`config.mk`:
```
export PLATFORM = sky130hd
export DESIGN_NAME = uart_rx_param
export DESIGN_NICKNAME = d
export VERILOG_FILES = /design/src/rtl/uart_pkg.sv /design/src/rtl/uart_rx_sync.sv /design/src/rtl/uart_rx_param.sv
export SDC_FILE = /design/constraint.sdc
export NUM_CORES = 1
export LEC_CHECK = 0
export CAP_MARGIN = 20
export CORE_UTILIZATION = 51
export DETAILED_ROUTE_END_ITERATION = 12
export GPL_ROUTABILITY_DRIVEN = 0
export MAX_ROUTING_LAYER = met4
export PLACE_DENSITY = 0.82
export SYNTH_ARGS = -nofsm -noshare
export SYNTH_HDL_FRONTEND = slang
export SYNTH_SLANG_ARGS = --single-unit
```
`constraint.sdc`:
```
create_clock -name clk -period 1.7 [get_ports clk]
set_clock_uncertainty 0.05 [all_clocks]
set_input_delay 0.34 -clock clk [delete_from_list [all_inputs] [get_ports clk]]
set_output_delay 0.34 -clock clk [all_outputs]
set_load 0.01 [all_outputs]
```
`src/rtl/uart_pkg.sv`:
```
// Shared definitions for the parametrised UART receiver: parity modes,
// receiver state encoding and the default bit period.
package uart_pkg;

  localparam int PAR_NONE = 0;
  localparam int PAR_ODD  = 1;
  localparam int PAR_EVEN = 2;

  localparam int DEFAULT_CLKS_PER_BIT = 868;

  typedef enum logic [2:0] {
    ST_IDLE   = 3'd0,
    ST_START  = 3'd1,
    ST_DATA   = 3'd2,
    ST_PARITY = 3'd3,
    ST_STOP   = 3'd4
  } rx_state_t;

endpackage

```
`src/rtl/uart_rx_sync.sv`:
```
// Two-flop synchroniser for the asynchronous rx pin plus a falling-edge
// detector on the synchronised value. All flops reset to the idle level.
module uart_rx_sync (
  input  logic clk,
  input  logic rst,
  input  logic rx,
  output logic rx_s,
  output logic fall_pulse
);

  logic meta;
  logic rx_d;

  // synchroniser chain and one-cycle delay for edge detection
  always_ff @(posedge clk or negedge rst) begin
    if (!rst) begin
      meta <= 1'b1;
      rx_s <= 1'b1;
      rx_d <= 1'b1;
    end else begin
      meta <= rx;
      rx_s <= meta;
      rx_d <= rx_s;
    end
  end

  assign fall_pulse = rx_d & ~rx_s;

endmodule

```
`src/rtl/uart_rx_param.sv`:
```
// Parametrised UART receiver on the system clock: mid-bit sampling from an
// internal bit-period counter, parity/framing/overrun checks, valid/ack output.
module uart_rx_param
  import uart_pkg::*;
#(
  parameter int CLKS_PER_BIT = DEFAULT_CLKS_PER_BIT,
  parameter int DATA_BITS    = 8,
  parameter int PARITY       = PAR_NONE,
  parameter int STOP_BITS    = 1
) (
  input  logic                 clk,
  input  logic                 rst,
  input  logic                 rx,
  output logic [DATA_BITS-1:0] rx_data,
  output logic                 rx_valid,
  input  logic                 rx_ack,
  output logic                 frame_err,
  output logic                 parity_err,
  output logic                 overrun_err
);

  localparam int CNT_W   = $clog2(CLKS_PER_BIT);
  localparam int H       = CLKS_PER_BIT / 2;
  localparam int BIT_MAX = (DATA_BITS > STOP_BITS) ? DATA_BITS : STOP_BITS;
  localparam int IDX_W   = $clog2(BIT_MAX);

  if (CLKS_PER_BIT < 4 || DATA_BITS < 5 || DATA_BITS > 9 ||
      (PARITY != PAR_NONE && PARITY != PAR_ODD && PARITY != PAR_EVEN) ||
      (STOP_BITS != 1 && STOP_BITS != 2)) begin : g_param_check
    $error("uart_rx_param: illegal parameter value");
  end

  function automatic logic calc_parity_err(input logic [DATA_BITS-1:0] d, input logic p);
    logic x;
    x = (^d) ^ p;
    if (PARITY == PAR_ODD) return ~x;
    else if (PARITY == PAR_EVEN) return x;
    else return 1'b0;
  endfunction

  logic                 rx_s;
  logic                 fall_pulse;
  rx_state_t            state;
  rx_state_t            state_nx;
  logic [CNT_W-1:0]     cnt;
  logic [IDX_W-1:0]     idx;
  logic [DATA_BITS-1:0] shreg;
  logic                 pbit;
  logic                 ferr_acc;
  logic                 tick;
  logic                 last_data;
  logic                 last_stop;
  logic                 done;
  logic                 frame_now;

  uart_rx_sync u_sync (
    .clk        (clk),
    .rst        (rst),
    .rx         (rx),
    .rx_s       (rx_s),
    .fall_pulse (fall_pulse)
  );

  // START samples half a bit after t0; every later sample is a full bit apart
  assign tick      = (state == ST_START) ? (cnt == CNT_W'(H - 1)) : (cnt == CNT_W'(CLKS_PER_BIT - 1));
  assign last_data = (idx == IDX_W'(DATA_BITS - 1));
  assign last_stop = (idx == IDX_W'(STOP_BITS - 1));
  assign frame_now = ferr_acc | ~rx_s;

  // state register
  always_ff @(posedge clk or negedge rst) begin
    if (!rst) state <= ST_IDLE;
    else      state <= state_nx;
  end

  // next-state logic and frame completion strobe
  always_comb begin
    state_nx = state;
    done     = 1'b0;
    case (state)
      ST_IDLE:   if (fall_pulse) state_nx = ST_START; else state_nx = ST_IDLE;
      ST_START:  if (tick) state_nx = rx_s ? ST_IDLE : ST_DATA; else state_nx = ST_START;
      ST_DATA:   if (tick && last_data) state_nx = (PARITY != PAR_NONE) ? ST_PARITY : ST_STOP;
                 else state_nx = ST_DATA;
      ST_PARITY: if (tick) state_nx = ST_STOP; else state_nx = ST_PARITY;
      ST_STOP: begin
        if (tick && last_stop) begin
          state_nx = ST_IDLE;
          done     = 1'b1;
        end else begin
          state_nx = ST_STOP;
        end
      end
      default:   state_nx = ST_IDLE;
    endcase
  end

  // bit-period counter, bit index, shift register and per-frame flags
  always_ff @(posedge clk or negedge rst) begin
    if (!rst) begin
      cnt      <= CNT_W'(0);
      idx      <= IDX_W'(0);
      shreg    <= DATA_BITS'(0);
      pbit     <= 1'b0;
      ferr_acc <= 1'b0;
    end else begin
      if (state == ST_IDLE || tick) cnt <= CNT_W'(0);
      else                          cnt <= cnt + CNT_W'(1);
      if (state_nx != state) idx <= IDX_W'(0);
      else if (tick)         idx <= idx + IDX_W'(1);
      else                   idx <= idx;
      if (state == ST_DATA && tick) shreg <= {rx_s, shreg[DATA_BITS-1:1]};
      if (state == ST_PARITY && tick) pbit <= rx_s;
      if (state == ST_START) ferr_acc <= 1'b0;
      else if (state == ST_STOP && tick && !rx_s) ferr_acc <= 1'b1;
    end
  end

  // output word register with hold-until-ack and overrun drop
  always_ff @(posedge clk or negedge rst) begin
    if (!rst) begin
      rx_data     <= DATA_BITS'(0);
      rx_valid    <= 1'b0;
      frame_err   <= 1'b0;
      parity_err  <= 1'b0;
      overrun_err <= 1'b0;
    end else begin
      overrun_err <= 1'b0;
      if (done) begin
        if (!rx_valid || rx_ack) begin
          rx_data    <= shreg;
          frame_err  <= frame_now;
          parity_err <= calc_parity_err(shreg, pbit);
          rx_valid   <= 1'b1;
        end else begin
          overrun_err <= 1'b1;
        end
      end else if (rx_ack) begin
        rx_valid <= 1'b0;
      end
    end
  end

endmodule

```
== After elaboration in Yosys (flattened, before gate mapping) ==
Index checks and enable logic that the tools add are counted.
Storage, ports and cells
  bits of input ports: 4
  output and inout port bits: 12
  flip-flop bits (word level): 39
  logic and storage cells: 62
Operators by class
  add/sub/neg operators: 2
  bitwise logic cells: 3
  equal/unequal tests: 9
  reduce and logical (&&, ||, !) cells: 16
  muxes and demuxes: 20
Operators by type and width (count)
  two-way mux 3 bit: 5
  case mux 3 bit (5 select lines): 1
  two-way mux 1 bit: 11
  adder 10 x 1 -> 10 bit (second input constant): 1
  equality test 10 bit (second input constant): 1
  equality test 10 x 9 -> 1 bit (second input constant): 1
  two-way mux 10 bit: 1
  equality test 3 x 2 -> 1 bit (second input constant): 2
  equality test 3 bit (second input constant): 2
  zero test 3 bit: 2
  nonzero test 2 bit: 3
  logical AND 1 bit: 5
  two-way mux 2 bit: 2
  AND reduction 2 bit: 2
  adder 3 x 1 -> 3 bit (second input constant): 1
  equality test 3 x 1 -> 1 bit (second input constant): 1
  != test 3 bit: 1
  zero test 1 bit: 2
  logical OR 1 bit: 2
  != test 2 x 1 -> 1 bit (second input constant): 1
  bitwise AND 1 bit: 1
  NOT 1 bit: 1
  OR 1 bit: 1

== Logic depth before layout (Yosys ltp) ==
Gate-level depths: netlist of run 1.
  word-level depth: 7
  mapped depth: 8
  depth with buffers taken out: 7

== Cells and area by module ==
From an unflattened synthesis of run 1, not the netlist that was laid out.
Unflattened totals
  cells, all modules: 151
  area, all modules: 1839.3 um^2
Modules (own cells, without submodules)
  uart_rx_param: cells each 147, times used 1, area an instance 1746.7 um^2, seq. area each 900.9 um^2
  uart_rx_sync: cells each 4, times used 1, area an instance 92.6 um^2, seq. area each 78.8 um^2

== Least setup slack after synthesis of run 1 ==
No wires, ideal clock.
  kind: register to register
  from: reg cnt[2]
  to: reg frame_err
  arrival: 1.582 ns
  buffers on the path: 1
  setup time: 0.125 ns
  stages on the path, launching flop included: 7
  period minus slack after synthesis: 1.756 ns
  setup slack: -0.056 ns
  required time: 1.525 ns
  path through: dfrtp_1 -> and4bb_2 -> nand2_2 -> nor2_1 -> and4_1 -> buf_4 -> mux2_2
Between the ends
  word-level cells in the longest chain between the ends: 6
  elaborated cells between the ends (all ways): 7
  those cells by class: 2 x eq/ne; 3 x mux; 2 x reduce/logical
Ends and longest elaborated chain
  start: declaration: line uart_rx_param.sv:45  | logic [CNT_W-1:0] cnt;
  start signal: assignment: line uart_rx_param.sv:108  | else cnt <= cnt + CNT_W'(1);
  equality test 10 bit or equality test 10 x 9 -> 1 bit (tied branches): line uart_rx_param.sv:65  | assign tick = (state == ST_START) ? (cnt == CNT_W'(H - 1)) : (cnt == CNT_W'(CLKS_PER_BIT - 1));
  two-way mux 1 bit (*): line uart_rx_param.sv:65
  logical AND 1 bit (*): line uart_rx_param.sv:87  | if (tick && last_stop) begin
  two-way mux 1 bit (*): line uart_rx_param.sv:87
  two-way mux 1 bit (*): line uart_rx_param.sv:80  | case (state)
  AND reduction 2 bit (no line) (*)
  end signal: assignment: line uart_rx_param.sv:132  | frame_err <= frame_now;
  end: declaration: line uart_rx_param.sv:17  | output logic frame_err,
Every way passes the cells marked *; elsewhere a longest branch is shown, timed or not.
A chain may end at the register's enable or synchronous reset.

== Worst setup path after layout of run 1 ==
  from: reg cnt[7]
  to: reg rx_data[5]
Between the ends
  word-level cells in the longest chain between the ends: 6
  elaborated cells between the ends (all ways): 7
  those cells by class: 2 x eq/ne; 3 x mux; 2 x reduce/logical
Ends and longest elaborated chain
  equality test 10 bit or equality test 10 x 9 -> 1 bit (tied branches): line uart_rx_param.sv:65
  two-way mux 1 bit (*): line uart_rx_param.sv:65
  logical AND 1 bit (*): line uart_rx_param.sv:87
  two-way mux 1 bit (*): line uart_rx_param.sv:87
  two-way mux 1 bit (*): line uart_rx_param.sv:80
  AND reduction 2 bit (no line) (*)
  end signal: assignment: line uart_rx_param.sv:131  | rx_data <= shreg;
  end: declaration: line uart_rx_param.sv:14  | output logic [DATA_BITS-1:0] rx_data,
Marks and branches as above.

==> results.md, run 1 <==
* Peak VDD IR at 0.805 mV
* Pwr dens at 858 mW/mm2
* Syn Area/Cell at 12.3 um2
* CP max FO at 5
* Share of layout cells above drive strength 1 at 45.3%
* Final ANT Viol Nets at 0
* Top cell family by delay on the critical path: simple AND/OR/NAND/NOR gates
* CP Data Arrival Time at 2.07 ns
* P_int at 0.00156 W
* DR WL/cell at 17.7 um
* Async SR Flop Fraction at 100%
* Failing checks: setup timing
* DRC Markers at 0
* Initial Utilization at 53.7%
* Post-Place Worst Slack at -0.185 ns
* Mapped Area at 0.00182 mm2
* Leading cell types by count after synthesis: dfrtp_1, mux2_2, nor2_1
* Post-Synth Simple-Gate Area at 15.8%
* CTS Buf Count at 5
* Post-synth top flop: dfrtp_1
* Max-cap violations at 0
* Final setup vio count at 25
* Final Slew Violations at 0
* CP bufs+invs at 1
* Critical path startpoint category: flop
* R2R setup slack at -0.16 ns
* Top-count cell post-synth: dfrtp_1
* Setup WS post-layout at -0.161 ns
* Vias in the first global route at 1382
* Slowest CP cell: dfrtp_1
* CP Cell Sequence: and4bb_2, nand2_1, nor2_4, and4_4, buf_8, mux2_4
* Ant. Diodes at 0
* Slowest cell delay on critical path at 0.42 ns
* Mux cell area share after synthesis at 12.8%
* Logic pwr share at 19.5%
* Register bit count reported by yosys at 39
* Largest family of logic cells by synthesized area: simple AND/OR/NAND/NOR gates
* Leak Pwr at 1.38 nW
* Post-synth top area cell: dfrtp_1
* Clock slew at reported path FFs at 0.12 ns
* Final wirelength at 4360 um
* Critical path class: flop to flop
* Sequential area share after synthesis at 53.8%
* Period minus WS final at 1.86 ns
* Via density at 5.40
* Die boundary width at 61.7 um
* Dpl cells at 226
* DP Wirelength at 2640 um
* Adder-cell share of the synthesized area at 2.75%
* Overflow after GRT at 0
* Storage cell area at 982 um2
* Yosys warnings at 0
* RSZ-0062 raised after global routing: yes
* Final core utilization at 74.4%
* H-tree Lvls at 2
* Multi-input combinational cell area at 905 um2
* Core area at 0.00339 mm2
* Post-Syn Nets at 156
* Number of antenna violations at the first check in global routing at 0
* Largest net degree at the start of global routing at 22
* Final #Nets at 208
* First-pass GRT wire length at 6420 um
* Max Clk Rate at 537 MHz
* Fill cells at 211
* CTS sink count at 39
* Post-synth EDFFs at 0
* Clock Power Share at 29.3%
* DR vias at 1335
* Sw Pwr at 0.000601 W
* Hold WC Path Type: flop to flop
* Clk root buf: clkbuf_4
* Share of the synthesized area in the top cell type at 49.5%
* Drt first pass iters at 4
* P&R area growth vs syn at 38.5%
* WP data required at 1.91 ns
* Outcome: finished with violations
* Number of port buffers at 14
* Total GRT Usage at 25.4%
* IO Pins at 16
* Compound-gate portion of the synthesized area at 6.94%
* Fin. Hold Viols at 0
* CTS tree: yes
* Drt initial violations at 36
* Die H at 61.7 um
* Synth area leaders: dfrtp_1, mux2_2, dfstp_2
* Sequential group share of total power at 51.2%
* Clk buf depth at 2
* Final period util at 109%
* Die area at 0.00381 mm2
* Distinct cell type count after synthesis at 39
* Synth Area in XOR/XNOR at 4.33%
* Worst Setup End Kind: flop
* Switching Share at 27.8%
* Latest clock arrival within the worst-skew pair at 0.36 ns
* Synth Instances at 148
* Row count at 21
* Fin cells at 247
## logic make-up (layout without fill, tap and decap cells)
logic type	Yosys count	in the layout
flops	39	39
simple gates	52	52
compound gates	11	11
mux	21	21
fa+ha+maj	4	4
buf+inv	11	64
xor+xnor	9	9
other cells	1	1
## layout by cell type, fill, tap and decap left out, drive strengths merged, types with 2 or more instances in the layout
cell type      Yosys  final
dlymetal6s2s       0      9
inv                6      6
buf                5     36
xor2               3      3
clkdlybuf4s50      0      4
dfstp              3      3
and4bb             3      3
and3               3      3
and4               2      2
nand2             10     10
nor3               6      6
mux2i              3      3
mux2              18     18
dfrtp             36     36
clkinv             0      2
clkbuf             0      5
nor2              19     19
a211oi             2      2
ha                 4      4
xnor2              6      6
nand4              2      2
nand3              3      3
nand2b             2      2
## metrics by stage
stage	hold slack, ns	TNS [ns]	instance area (um2)	power [W]
4_1_cts	0.312	-2.22	2430	0.00211
3_3_place_gp	0.254	-1.57	2180	0.00144
3_5_place_dp	0.264	-2.83	2180	0.00148
5_1_grt	0.316	-4.51	2520	0.00227
2_1_floorplan	-0.00559	-0.759	1830	0.00130
6_report	0.305	-3.17	2520	0.00216
## area by class of cell
cell class / instances / area share [%]
inverter: 6 / 0.993
multi-input combinational: 98 / 35.9
tap: 46 / 2.28
sequential: 39 / 39.0
clock buffer: 5 / 1.49
clock inverter: 3 / 1.74
timing repair buffer: 50 / 18.7
## path summary, 6_finish.rpt
path | from | to | cells after the start
max | cnt[7]$_DFF_PN0_ | rx_data[5]$_DFFE_PN0P_ | 6
min | u_sync.meta$_DFF_PN1_ | u_sync.rx_s$_DFF_PN1_ | 0
max reg2reg | cnt[7]$_DFF_PN0_ | rx_data[5]$_DFFE_PN0P_ | 6
min reg2reg | u_sync.meta$_DFF_PN1_ | u_sync.rx_s$_DFF_PN1_ | 0
max in group asynchronous | rst | cnt[1]$_DFF_PN0_ | 3
min in group asynchronous | rst | cnt[2]$_DFF_PN0_ | 2
## power groups by stage
stage / sequential (W) / combinational (W) / clock (W)
3_3_place_gp: 0.00111 / 0.000338 / 0
4_1_cts: 0.00110 / 0.000366 / 0.000650
3_5_place_dp: 0.00112 / 0.000360 / 0
2_1_floorplan: 0.00112 / 0.000177 / 0
6_report: 0.00111 / 0.000422 / 0.000633
5_1_grt: 0.00112 / 0.000470 / 0.000685
## sequential cells by signal (all words and copies together), names as in the netlist
name         count
cnt             10
ferr_acc         1
frame_err        1
idx              3
overrun_err      1
rx_data          8
rx_valid         1
shreg            8
state            3
u_sync.meta      1
u_sync.rx_d      1
u_sync.rx_s      1
## routing by layer
| layer | share of wire, % | global-route usage, % | wire, um | vias to the layer above |
|---|---|---|---|---|
| met5 | 0 | - | 0 | - |
| met4 | 2.7 | 12.7 | 119 | 0 |
| met3 | 3.6 | 7.66 | 159 | 14 |
| met2 | 54 | 42.1 | 2350 | 31 |
| met1 | 40 | 27.8 | 1730 | 667 |
| li1 | - | - | - | 623 |
## repair_timing
item                                    4_1_cts  5_1_grt
resized for setup                            27       19
pin swaps                                     7        9
endpoints found under the setup margin       23       36
cloned                                        1        0
endpoints found under the hold margin        15        0
hold buffers                                  1        0
setup buffers                                 6        5
Power figures use the tool's default switching activity.
==> inputs of run 2 (changes only) <==
Settings changed: PLACE_DENSITY 0.82 to 0.73, SETUP_SLACK_MARGIN from default to 0.15, SYNTH_HIERARCHICAL from default to 1.
==> run 2 against run 1 <==
Against the previous run: the flow still finishes with violations (setup timing); core utilization increased by 2.6 points; clock-buffer cell count unchanged; clock power down 2%.
==> results.md, run 2 <==
* Via density at 5.70 (was 5.40)
* Async SR Flop Fraction at 100% (unchanged)
* Register bit count reported by yosys at 39 (unchanged)
* Period minus WS final at 2.19 ns (was 1.86 ns)
* CP max FO at 5 (unchanged)
* CP Data Arrival Time at 2.38 ns (was 2.07 ns)
* Post-synth top area cell: dfrtp_1 (unchanged)
* Outcome: finished with violations (unchanged)
* Final Slew Violations at 0 (unchanged)
* Row count at 21 (unchanged)
* Final #Nets at 214 (was 208)
* P&R area growth vs syn at 41.8% (was 38.5%)
* Die boundary width at 62.1 um (was 61.7 um)
* R2R cell count at 5 (was 6)
* Cells on Worst Hold Path at 0 (unchanged)
* Clock slew at reported path FFs at 0.12 ns (about the same)
* DR WL/cell at 18.1 um (was 17.7 um)
* P_int at 0.00159 W (was 0.00156 W)
* RSZ-0062 raised after global routing: yes (unchanged)
* Initial Utilization at 54.3% (was 53.7%)
* Clock Power Share at 27.9% (was 29.3%)
* Post-Syn Nets at 159 (was 156)
* Synth area leaders: dfrtp_1, mux2_2, dfstp_2 (unchanged)
* Die area at 0.00385 mm2 (was 0.00381 mm2)
* Largest Register: cnt (unchanged)
* Die H at 62.1 um (was 61.7 um)
* Hold WC Path Type: flop to flop (unchanged)
* Setup WS post-layout at -0.486 ns (was -0.161 ns)
* Crit path depth at 5 (was 6)
* Top cell family by delay on the critical path: simple AND/OR/NAND/NOR gates (unchanged)
* Leading cell types by count after synthesis: dfrtp_1, mux2_2, nor2_1 (unchanged)
* Post-synth top flop: dfrtp_1 (unchanged)
* Number of port buffers at 14 (unchanged)
* Most common cell after layout, fill and taps aside: dfrtp_1 (unchanged)
* Multi-input combinational cell area at 0.00102 mm2 (was 905 um2)
* Final ANT Viol Nets at 0 (unchanged)
* DRC Markers at 0 (unchanged)
* Logic pwr share at 24.5% (was 19.5%)
* Top-count cell post-synth: dfrtp_1 (unchanged)
* Storage cell area at 982 um2 (unchanged)
* Failing checks: setup timing (unchanged)
* Clk root buf: clkbuf_4 (unchanged)
* Biggest regs: cnt (10), rx_data (8), shreg (8) (unchanged)
* Vias in the first global route at 1480 (was 1382)
* Critical path startpoint category: flop (unchanged)
* Number of antenna violations at the first check in global routing at 0 (unchanged)
* Drt first pass iters at 5 (was 4)
* Synth Instances at 151 (was 148)
* Clk buf depth at 2 (unchanged)
* Core area at 0.00339 mm2 (unchanged)
* Placed instance area at 0.00227 mm2 (was 0.00218 mm2)
* IO Pins at 16 (unchanged)
* Sequential area share after synthesis at 53.3% (was 53.8%)
* Drt initial violations at 106 (was 36)
* Max Clk Rate at 458 MHz (was 537 MHz)
* Largest net degree at the start of global routing at 21 (was 22)
* Final core utilization at 77.0% (was 74.4%)
* Mapped Area at 0.00184 mm2 (was 0.00182 mm2)
* Slowest cell delay on critical path at 0.53 ns (was 0.42 ns)
* Leak Pwr at 1.25 nW (was 1.38 nW)
* Yosys warnings at 6 (was 0)
* First-pass GRT wire length at 6940 um (was 6420 um)
* Number of flip-flops in the largest register at 10 (unchanged)
* DR vias at 1442 (was 1335)
* CTS sink count at 39 (unchanged)
* Max-cap violations at 0 (unchanged)
* WP data required at 1.89 ns (was 1.91 ns)
* H-tree Lvls at 2 (unchanged)
* CTS tree: yes (unchanged)
* CP bufs+invs at 1 (unchanged)
* Post-route cell area at 0.00261 mm2 (was 0.00252 mm2)
* Pwr dens at 851 mW/mm2 (was 858 mW/mm2)
* CTS Buf Count at 5 (unchanged)
* Fill cells at 190 (was 211)
* Share of the synthesized area in the top cell type at 49.0% (was 49.5%)
* Ant. Diodes at 0 (unchanged)
* Overflow after GRT at 0 (unchanged)
* CP Cell Sequence: nand4b_1, or4b_4, a2111oi_4, buf_4, mux2_2 (was and4bb_2, nand2_1, nor2_4, and4_4, buf_8, mux2_4)
* Final setup vio count at 34 (was 25)
* Latest clock arrival within the worst-skew pair at 0.35 ns (was 0.36 ns)
* Final wirelength at 4570 um (was 4360 um)
* Worst Setup End Kind: flop (unchanged)
* Post-synth EDFFs at 0 (unchanged)
* Syn Area/Cell at 12.2 um2 (was 12.3 um2)
* Worst hold slack at 0.318 ns (was 0.305 ns)
* Fin. Hold Viols at 0 (unchanged)
* Setup TNS at -7.18 ns (was -3.17 ns)
* Final period util at 129% (was 109%)
* Total GRT Usage at 26.4% (was 25.4%)
* DP Wirelength at 2840 um (was 2640 um)
* Slowest CP cell: or4b_4 (was dfrtp_1)
* Switching Share at 28.6% (was 27.8%)
* Share of layout cells above drive strength 1 at 44.0% (was 45.3%)
* Sw Pwr at 0.000634 W (was 0.000601 W)
* Sequential group share of total power at 47.6% (was 51.2%)
* Distinct cell type count after synthesis at 44 (was 39)
* Peak VDD IR at 0.687 mV (was 0.805 mV)
* Critical path class: flop to flop (unchanged)
* Commonest non-fill, non-tap cells in the layout: dfrtp_1, buf_4, mux2_4 (unchanged)
==> run 2: cell types whose count changed after synthesis, sizes merged, moves of 4 or more <==
cell / before / now
nand3b: 0 / 4
nor2: 19 / 13
nor2b: 1 / 5
nor3: 6 / 2
==> run 2: what timing repair did <==
item,CTS,global route
resized for setup,38,23
endpoints found under the hold margin,19,0
hold buffers,1,0
gates cloned,0,0
endpoints found under the setup margin,46,36
setup buffers,3,3
pin swaps,4,14
==> run 2: stage by stage <==
| step | power (W) | worst slack, ns | cells |
|---|---|---|---|
| 2_1_floorplan | 0.00126 | -0.671 | 151 |
| 3_3_place_gp | 0.00145 | -0.435 | 238 |
| 3_5_place_dp | 0.00146 | -0.491 | 238 |
| 4_1_cts | 0.00212 | -0.464 | 250 |
| 5_1_grt | 0.00233 | -0.561 | 253 |
| 6_report | 0.00222 | -0.486 | 253 |
==> run 2: logic make-up after synthesis <==
kind of cell | count (synthesis) | synth area share (%)
other | 1 | 0.204
adder cells (fa/ha/maj) | 4 | 2.72
AND/OR/NAND/NOR | 58 | 19.0
XOR/XNOR | 8 | 3.81
buffers and inverters | 7 | 1.77
AO/OA/AOI/OAI | 12 | 6.06
multiplexers | 22 | 13.2
flip-flops | 39 | 53.3
==> run 2: cell type report <==
class | count | share of cell area (%)
inverter | 3 | 0.432
multi-input combinational | 105 | 39.3
clock buffer | 5 | 1.44
tap | 46 | 2.21
clock inverter | 3 | 1.68
timing repair buffer | 52 | 17.3
sequential | 39 | 37.6
==> run 2: path summary, 6_finish.rpt <==
check	slack (ns)	startpoint	end
min in group asynchronous	0.43	rst	cnt[7]$_DFF_PN0_
max	-0.49	cnt[4]$_DFF_PN0_	frame_err$_DFFE_PN0P_
min	0.32	u_sync/meta$_DFF_PN1_	u_sync/rx_s$_DFF_PN1_
min reg2reg	0.32	u_sync/meta$_DFF_PN1_	u_sync/rx_s$_DFF_PN1_
max in group asynchronous	0.62	rst	u_sync/rx_d$_DFF_PN1_
max reg2reg	-0.49	cnt[4]$_DFF_PN0_	frame_err$_DFFE_PN0P_
==> run 2: power by group through the flow <==
| stage | Combinational [W] | Sequential, W | Clock, W |
|---|---|---|---|
| after floorplan | 0.000169 | 0.00109 | 0 |
| after global routing | 0.000594 | 0.00107 | 0.000674 |
| final | 0.000544 | 0.00106 | 0.000620 |
| after detailed placement | 0.000404 | 0.00106 | 0 |
| after CTS | 0.000441 | 0.00105 | 0.000628 |
| after global placement | 0.000390 | 0.00106 | 0 |
==> run 2: metal layers <==
layer	vias to the layer above	global-route usage (%)	routed length, um
li1	648	-	-
met1	732	30.5	1890
met2	50	42.4	2380
met3	12	7.66	177
met4	0	12.1	124
met5	-	-	0
==> inputs of run 3 (changes only) <==
Settings changed: MAX_ROUTING_LAYER met4 to default.
==> run 3 against run 2 <==
Against the previous run: the flow still finishes with violations (setup timing); largest power group unchanged; first-iteration DRC count grew 13%; clock power shrank 0.8%; flip-flop and latch count is the same; via count grew 0.14%.
==> results.md, run 3 (synthesized netlist as in run 2, its figures left out) <==
* FF-to-FF End: frame_err$_DFFE_PN0P_ (unchanged)
* Met3 track demand over resource at 7.66% (unchanged)
* Worst hold slack at 0.322 ns (was 0.318 ns)
* Failing checks: setup timing (unchanged)
* Fill cells at 190 (unchanged)
* Vias in the first global route at 1479 (was 1480)
* Sw Pwr at 0.000635 W (was 0.000634 W)
* Leak Pwr at 1.25 nW (unchanged)
* Clock Power Share at 27.7% (was 27.9%)
* Outcome: finished with violations (unchanged)
* DP Wirelength at 2840 um (unchanged)
* Final wirelength at 4590 um (was 4570 um)
* Most common cell after layout, fill and taps aside: dfrtp_1 (unchanged)
* R2R cell count at 5 (unchanged)
* DR WL/cell at 18.1 um (about the same)
* Clock slew at reported path FFs at 0.12 ns (about the same)
* Final #Nets at 214 (unchanged)
* Hold EP: u_sync/rx_s$_DFF_PN1_ (unchanged)
* Total GRT Usage at 25.5% (was 26.4%)
* CTS sink count at 39 (unchanged)
* Setup WS post-layout at -0.474 ns (was -0.486 ns)
* IO Pins at 16 (unchanged)
* Ant. Diodes at 0 (unchanged)
* Critical path startpoint category: flop (unchanged)
* Max Clk Rate at 460 MHz (was 458 MHz)
* Switching Share at 28.6% (about the same)
* Number of port buffers at 14 (unchanged)
* Final Slew Violations at 0 (unchanged)
* Final setup vio count at 35 (was 34)
* WP data required at 1.89 ns (about the same)
* Hold WC Path Type: flop to flop (unchanged)
* Logic pwr share at 24.7% (was 24.5%)
* Commonest non-fill, non-tap cells in the layout: dfrtp_1, buf_4, mux2_4 (unchanged)
* Sequential group share of total power at 47.6% (about the same)
* Via density at 5.71 (was 5.70)
* Final ANT Viol Nets at 0 (unchanged)
* First-pass GRT wire length at 6930 um (was 6940 um)
* H-tree Lvls at 2 (unchanged)
* Max_slew headroom at 66.3%
* Multi-input combinational cell area at 0.00102 mm2 (unchanged)
* Peak VDD IR at 0.675 mV (was 0.687 mV)
* Reg2reg start: cnt[4]$_DFF_PN0_ (unchanged)
* Critical path class: flop to flop (unchanged)
* Number of antenna violations at the first check in global routing at 0 (unchanged)
* CTS tree: yes (unchanged)
* DRC Markers at 0 (unchanged)
* Latest clock arrival within the worst-skew pair at 0.34 ns (was 0.35 ns)
* CP Data Arrival Time at 2.36 ns (was 2.38 ns)
* Clk buf depth at 2 (unchanged)
* Share of layout cells above drive strength 1 at 44.0% (unchanged)
* Fin. Hold Viols at 0 (unchanged)
* Grt met2 use at 42.4% (unchanged)
* Die H at 62.1 um (unchanged)
* Initial Utilization at 54.3% (unchanged)
* Pwr dens at 852 mW/mm2 (was 851 mW/mm2)
* Biggest regs: cnt (10), rx_data (8), shreg (8) (unchanged)
* Row count at 21 (unchanged)
* Slew @ Worst Pin at 0.506 ns
* Drt initial violations at 120 (was 106)
* Placed instance area at 0.00227 mm2 (unchanged)
* Core area at 0.00339 mm2 (unchanged)
* Storage cell area at 982 um2 (unchanged)
* Clk root buf: clkbuf_4 (unchanged)
* GRT busiest layer: met2 (unchanged)
* Post-Place Worst Slack at -0.491 ns (unchanged)
* Die area at 0.00385 mm2 (unchanged)
* Largest net degree at the start of global routing at 21 (unchanged)
* Number of flip-flops in the largest register at 10 (unchanged)
* Global-route track usage on met1 at 30.4% (was 30.5%)
* Max-cap violations at 0 (unchanged)
* Overflow after GRT at 0 (unchanged)
* Worst Setup End Kind: flop (unchanged)
* Period minus WS final at 2.17 ns (was 2.19 ns)
* Cells on Worst Hold Path at 0 (unchanged)
* CTS Buf Count at 5 (unchanged)
* DR vias at 1444 (was 1442)
* Post-route cell area at 0.00261 mm2 (unchanged)
* Drt first pass iters at 4 (was 5)
* RSZ-0062 raised after global routing: yes (unchanged)
* Die boundary width at 62.1 um (unchanged)
* Worst Hold Launch: u_sync/meta$_DFF_PN1_ (unchanged)
* R2R setup slack at -0.47 ns (was -0.49 ns)
* Largest Register: cnt (unchanged)
* Final period util at 128% (was 129%)
* P&R area growth vs syn at 41.8% (unchanged)
* P_int at 0.00159 W (about the same)
* CP max FO at 5 (unchanged)
[run 3: cell counts in the layout (fill, tap and decap cells not counted)]
No cell type changed its count.
[run 3: final cells by class]
type | instances | share of cell area (%)
well taps | 46 | 2.21
clock buffers | 5 | 1.44
clock inverters | 3 | 1.68
multi-input cells | 105 | 39.3
flip-flops and latches | 39 | 37.6
inverters | 3 | 0.432
repair buffers | 52 | 17.3
[run 3: routing by layer]
| metal | routed length [um] | vias up |
|---|---|---|
| met5 | 0 | - |
| met4 | 136 | 0 |
| met3 | 147 | 14 |
| met2 | 2400 | 39 |
| met1 | 1910 | 741 |
| li1 | - | 650 |
[run 3: critical path, stage by stage (launching register included)]
cell and delay (ns):
dfrtp_1 0.41, nand4b_1 0.21, or4b_4 0.53, a2111oi_4 0.33, buf_4 0.21, mux2_2 0.34
[run 3: worst max-delay path by stage]
stage | start | cells past startpoint | slack, ns | to
6_report | cnt[4]$_DFF_PN0_ | 5 | -0.47 | frame_err$_DFFE_PN0P_
4_1_cts | cnt[7]$_DFF_PN0_ | 5 | -0.46 | rx_data[7]$_DFFE_PN0P_
3_3_place_gp | cnt[7]$_DFF_PN0_ | 5 | -0.43 | rx_data[7]$_DFFE_PN0P_
3_5_place_dp | cnt[4]$_DFF_PN0_ | 6 | -0.49 | rx_data[7]$_DFFE_PN0P_
5_1_grt | cnt[4]$_DFF_PN0_ | 5 | -0.56 | rx_data[4]$_DFFE_PN0P_
2_1_floorplan | cnt[2]$_DFF_PN0_ | 5 | -0.67 | frame_err$_DFFE_PN0P_
[run 3: power by group through the flow]
stage | logic [W] | registers [W] | clock network, W
floorplan | 0.000169 | 0.00109 | 0
global placement | 0.000390 | 0.00106 | 0
detailed placement | 0.000404 | 0.00106 | 0
CTS | 0.000441 | 0.00105 | 0.000628
global route | 0.000593 | 0.00107 | 0.000673
finish | 0.000549 | 0.00106 | 0.000615
[run 3: repair_timing]
item / CTS / global route
endpoints found under the setup margin: 46 / 36
pin swaps: 4 / 14
hold buffers: 1 / 0
setup buffers: 3 / 3
gates resized for setup: 38 / 23
endpoints found under the hold margin: 19 / 0
[run 3: metrics by stage]
stage	TNS (ns)	power (W)	util (%)	std cells
6_report	-7.08	0.00222	77.0	253
5_1_grt	-9.89	0.00233	77.0	253
4_1_cts	-5.87	0.00212	73.7	250
3_5_place_dp	-5.74	0.00146	67.0	238
3_3_place_gp	-5.12	0.00145	67.0	238
2_1_floorplan	-7.68	0.00126	-	151
